## src/rtl/simd_mem_pkg.sv

```systemverilog
// Shared memory-port types for the SIMD processor data BRAM.
// Latency: n/a (declarations only).
// Backpressure: n/a.
package simd_mem_pkg;

    localparam int ADDR_W = 13;
    localparam int DATA_W = 32;
    localparam int BE_W   = 4;

    typedef struct packed {
        logic [ADDR_W-1:0] addr;
        logic [DATA_W-1:0] wdata;
        logic [BE_W-1:0]   we;
    } mem_req_t;

    // An access with no byte lanes enabled is a read.
    function automatic logic is_read(input logic [BE_W-1:0] we);
        return (we == '0);
    endfunction

endpackage

```

## src/rtl/rd_tag_pipe.sv

```systemverilog
// Read-return tracker: shifts {valid, requester id} alongside the BRAM access.
// Latency: DEPTH cycles from push to tail.
// Backpressure: none; one push per cycle, tail is a single-cycle pulse.
//
// Ports: clk/rst_n (async active-low clear), push_vld/push_id (new read tag),
//        tail_vld/tail_id (tag whose BRAM data is on doutb this cycle).
module rd_tag_pipe
    import simd_mem_pkg::*;
#(
    parameter int DEPTH = 2
) (
    input  logic clk,
    input  logic rst_n,
    input  logic push_vld,
    input  logic push_id,
    output logic tail_vld,
    output logic tail_id
);

    logic [DEPTH-1:0] vld_q;
    logic [DEPTH-1:0] id_q;

    // Reset drops every in-flight tag so no stale response appears afterwards.
    always_ff @(posedge clk or negedge rst_n) begin
        if (!rst_n) begin
            vld_q <= '0;
            id_q  <= '0;
        end else begin
            vld_q <= {vld_q[DEPTH-2:0], push_vld};
            id_q  <= {id_q[DEPTH-2:0], push_id};
        end
    end

    assign tail_vld = vld_q[DEPTH-1];
    assign tail_id  = id_q[DEPTH-1];

endmodule

```

## src/rtl/bram_port_arbiter.sv

```systemverilog
// Shares BRAM port B between the core load/store path (req0) and the host scanner (req1).
// Latency: accept in T drives the BRAM in T+1; read data returns in T+1+RD_LAT.
// Backpressure: combinational ready; req0 has priority, req1 forced through after STARVE_MAX waits.
//
// Ports: CLK/RSTN; reqN_valid/ready/addr/wdata/we (we==0 is a read);
//        rspN_valid/rdata (rdata mirrors doutb); addrb/dinb/enb/web registered BRAM drive; doutb.
module bram_port_arbiter #(
    parameter int ADDR_W     = simd_mem_pkg::ADDR_W,
    parameter int DATA_W     = simd_mem_pkg::DATA_W,
    parameter int RD_LAT     = 1,
    parameter int STARVE_MAX = 8
) (
    input  logic                          CLK,
    input  logic                          RSTN,
    input  logic                          req0_valid,
    output logic                          req0_ready,
    input  logic [ADDR_W-1:0]             req0_addr,
    input  logic [DATA_W-1:0]             req0_wdata,
    input  logic [simd_mem_pkg::BE_W-1:0] req0_we,
    input  logic                          req1_valid,
    output logic                          req1_ready,
    input  logic [ADDR_W-1:0]             req1_addr,
    input  logic [DATA_W-1:0]             req1_wdata,
    input  logic [simd_mem_pkg::BE_W-1:0] req1_we,
    output logic                          rsp0_valid,
    output logic [DATA_W-1:0]             rsp0_rdata,
    output logic                          rsp1_valid,
    output logic [DATA_W-1:0]             rsp1_rdata,
    output logic [ADDR_W-1:0]             addrb,
    output logic [DATA_W-1:0]             dinb,
    input  logic [DATA_W-1:0]             doutb,
    output logic                          enb,
    output logic [simd_mem_pkg::BE_W-1:0] web
);

    localparam logic [7:0] STARVE_LIM = 8'(STARVE_MAX);

    logic                          gnt0;
    logic                          gnt1;
    logic                          force1;
    logic                          acc;
    logic [7:0]                    wait1;
    logic [ADDR_W-1:0]             win_addr;
    logic [DATA_W-1:0]             win_wdata;
    logic [simd_mem_pkg::BE_W-1:0] win_we;
    logic                          tail_vld;
    logic                          tail_id;

    // req1 wins when req0 is idle, or when it has waited STARVE_MAX cycles in a row.
    assign force1 = req1_valid & (wait1 == STARVE_LIM);
    assign gnt1   = req1_valid & (~req0_valid | force1);
    assign gnt0   = req0_valid & ~gnt1;
    assign acc    = gnt0 | gnt1;

    // Ready is masked during reset so nothing upstream sees a phantom accept.
    assign req0_ready = gnt0 & RSTN;
    assign req1_ready = gnt1 & RSTN;

    always_comb begin
        win_addr  = req0_addr;
        win_wdata = req0_wdata;
        win_we    = req0_we;
        if (gnt1) begin
            win_addr  = req1_addr;
            win_wdata = req1_wdata;
            win_we    = req1_we;
        end
    end

    always_ff @(posedge CLK or negedge RSTN) begin
        if (!RSTN) begin
            enb   <= 1'b0;
            web   <= '0;
            addrb <= '0;
            dinb  <= '0;
            wait1 <= '0;
        end else begin
            enb <= acc;
            web <= acc ? win_we : '0;
            // Address and data hold between accesses; only enb/web qualify them.
            if (acc) begin
                addrb <= win_addr;
                dinb  <= win_wdata;
            end
            // Counts consecutive losing cycles; saturation is never reached in
            // practice because the forced grant fires at STARVE_MAX.
            if (!req1_valid || gnt1) begin
                wait1 <= '0;
            end else if (wait1 != 8'hFF) begin
                wait1 <= wait1 + 8'd1;
            end
        end
    end

    // One stage covers the register-to-BRAM cycle, RD_LAT more cover the BRAM itself.
    rd_tag_pipe #(
        .DEPTH (1 + RD_LAT)
    ) u_rd_tag_pipe (
        .clk      (CLK),
        .rst_n    (RSTN),
        .push_vld (acc & simd_mem_pkg::is_read(win_we)),
        .push_id  (gnt1),
        .tail_vld (tail_vld),
        .tail_id  (tail_id)
    );

    assign rsp0_valid = tail_vld & ~tail_id;
    assign rsp1_valid = tail_vld & tail_id;
    assign rsp0_rdata = doutb;
    assign rsp1_rdata = doutb;

endmodule

```

## config.mk

```make
export PLATFORM = sky130hd
export DESIGN_NAME = bram_port_arbiter
export DESIGN_NICKNAME = d
export VERILOG_FILES = /design/src/rtl/simd_mem_pkg.sv /design/src/rtl/rd_tag_pipe.sv /design/src/rtl/bram_port_arbiter.sv
export SDC_FILE = /design/constraint.sdc
export NUM_CORES = 1
export LEC_CHECK = 0
export ABC_AREA = 1
export CAP_MARGIN = 30
export CORE_MARGIN = 2
export CORE_UTILIZATION = 30
export CTS_CLUSTER_SIZE = 12
export DETAILED_ROUTE_END_ITERATION = 16
export PLACE_DENSITY = 0.73
export SYNTH_ARGS = -nofsm -noshare
export SYNTH_HDL_FRONTEND = slang
export SYNTH_SLANG_ARGS = --single-unit
```

## constraint.sdc

```tcl
create_clock -name CLK -period 2.4 [get_ports CLK]
set_input_delay 0.24 -clock CLK [delete_from_list [all_inputs] [get_ports CLK]]
set_output_delay 0.24 -clock CLK [all_outputs]
set_load 0.02 [all_outputs]
```

==> reports/metrics.yaml <==
power_and_ir_drop:
  powerDensity_nw_per_um2: 610.2
  p_leak_uw: 0.002126
  peakVddDrop_mv: 0.2775
logic_synthesis:
  ys_ff_latch: 62
  ys_seq_area_frac: 0.4701
  syn_inst: 409
  postSynthAreaPerCell_um2: 8.070
  synth_area_um2: 3301
  syn-num-nets: 545
  yosysUniqueCellTypes: 20
  ys_warn_count: 0
placed_design:
  dp_slack_ns: 0.3063
  gp_congestion: 0.7924
  dpl.hpwl_um: 6838
  port_buffers: 155
detailed_routing:
  via_per_inst: 4.645
  ant_nets: 0
  drtPass1Iterations: 4
  drc: 0
  routedWlPerCell_um: 14.28
  vias: 3005
  wl_um: 9241
  drt_iter0_drc: 113
sta:
  rsz0062_at_grt: "no"
  min_period_ns: 2.283
  tns_ns: 0
  fmax_mhz: 438.0
  drv_slew: 0
  max_slew.worst_pin.slew_ns: 0.7897
  skew_ns: 0.01178
  setup_violations: 0
  relSlewSlack: 0.4735
  hold_viol_final: 0
  setup_ws_ns: 0.1167
  period_share: 0.9514
worst_setup_path:
  cp.required_ns: 2.16
  cp_top_family: "buffers and inverters"
  crit_type: "register to primary output"
  slowest_stage: "clkdlybuf4s50_1"
  worstSetupEndpointType: "primary output"
  cp-start-kind: "register"
  critical_path.max_fanout: 4
  r2r_slack_ns: 0.58
  cp_cell_sequence: "inv_1 -> ha_1 -> nand2_1 -> nor2_1 -> nand2_1 -> nand2_2 -> nor2_1 -> clkdlybuf4s50_1"
  arrival_ns: 2.04
  critical-path-max-stage-delay_ns: 0.63
  crit_buf_inv: 2
floorplan:
  die_h_um: 108.9
  design.die.area_um2: 11860
  design.core.area_um2: 10790
  die_w_um: 108.9
  ioPinCount: 252
  initial_utilization: 0.3058
  num_rows: 38
global_route:
  met2_usage: 0.2777
  gr-total-overflow: 0
  track_usage: 0.1595
  met1_usage: 0.1685
  antenna_found_initial: 0
  grt.busiest_layer: "met2"
  grt_max_degree: 63
  gr-usage-met3: 0.05559
  grt_pass1_vias: 3126
  grt_first_pass_wirelength_um: 14590
clocking:
  cts.sinks: 62
  numCtsBuffers: 9
  cts_max_level: 3
  cts_buffer_depth: 2
  root_buffer: "clkbuf_8"
  insertion_delay_ns: 0.34
  clk_pin_slew_ns: 0.07
  cts_tree: "yes"
cells_and_area:
  final_common_cell: "clkdlybuf4s50_1"
  multiInputGateArea_um2: 1106
  final_cell_mix: "153 x clkdlybuf4s50_1, 108 x nand2_1, 96 x nand3_1, 62 x dfrtp_1, 19 x inv_1"
  nets: 638
  areaGrowthSynthToFinish_pct: 44.09
  antenna_cells: 0
  drive_gt1_frac: 0.05917
  regArea_um2: 1551
  fillers: 1057
outcome:
  status: "complete, no violations"
worst_hold_path:
  worstHoldPathType: "primary input to async pin"
run:
  maxCapViolCount: 0
## state kept, by name, summed over array words and instances, names as in the netlist
signal and cells:
u_rd_tag_pipe.id_q 2, u_rd_tag_pipe.vld_q 2, dinb 32, wait1 8
web 4, enb 1, addrb 13
## layer usage
layer  wire length, um  vias up
met5                 0        -
met4               238        0
met3               679       34
met2              4721      116
met1              3603     1424
li1                  -     1431
## metrics by stage
stage | std cells | power (uW) | cell area, um^2 | util | hold slack [ns]
finish | 647 | 2902 | 4756 | 0.4406 | 0.08107
detailed placement | 631 | 1915 | 4542 | 0.4208 | 0.3434
global route | 647 | 3053 | 4756 | 0.4406 | 0.1501
CTS | 647 | 2954 | 4756 | 0.4406 | 0.1227
global placement | 631 | 1904 | 4542 | 0.4208 | 0.3326
floorplan | 409 | 1631 | 3301 | - | -0.05559
## synth_stat cells, drive strengths merged
master,instances,share of area
a21oi,5,0.0076
nor4,1,0.0019
o21ai,5,0.0087
ha,2,0.0076
nand3,96,0.15
buf,73,0.16
a22oi,1,0.0023
nand2,110,0.13
nand3b,1,0.0023
clkbuf,10,0.011
nor2,19,0.022
nor3,1,0.0015
xor2,2,0.0053
nand4,1,0.0019
inv,20,0.023
dfrtp,62,0.47
## logic make-up (layout without fill, tap and decap cells)
| group | after synthesis | in the layout | share of synthesized area |
|---|---|---|---|
| AOI/OAI and AO/OA | 11 | 11 | 0.01858 |
| xor gates and xnor gates | 2 | 2 | 0.005308 |
| adders and majority gates | 2 | 2 | 0.007580 |
| buffers and inverters | 103 | 201 | 0.1971 |
| DFF | 62 | 62 | 0.4701 |
| and+or+nand+nor | 229 | 229 | 0.3014 |
## report_power, final
part           total, uW  leakage, uW  internal (uW)  switching (uW)
logic                699      0.00125            368             331
clock network       1010     0.000110            611             404
registers           1190     0.000761           1140            50.0
## final timing paths
kind	start	endpoint	depth (start not counted)
max	wait1[0]	req0_ready	8
max in group asynchronous	RSTN	dinb[24]	2
min in group CLK	u_rd_tag_pipe.id_q[0]	u_rd_tag_pipe.id_q[1]	0
min	RSTN	dinb[12]	2
max reg2reg	wait1[0]	addrb[7]	11
min reg2reg	u_rd_tag_pipe.id_q[0]	u_rd_tag_pipe.id_q[1]	0
## area by class of cell
class,count,area share
timing repair buffer,165,0.3433
sequential,62,0.3262
multi-input combinational,244,0.2326
tap,140,0.03683
clock buffer,12,0.03052
inverter,20,0.01579
clock inverter,4,0.01473
## repair_timing
action                     4_1_cts  5_1_grt
hold buffers                     0        0
setup buffers                    0        0
resized for setup                1        0
setup endpoints to repair        1        0
No activity file was read; power rests on OpenSTA's default activity.
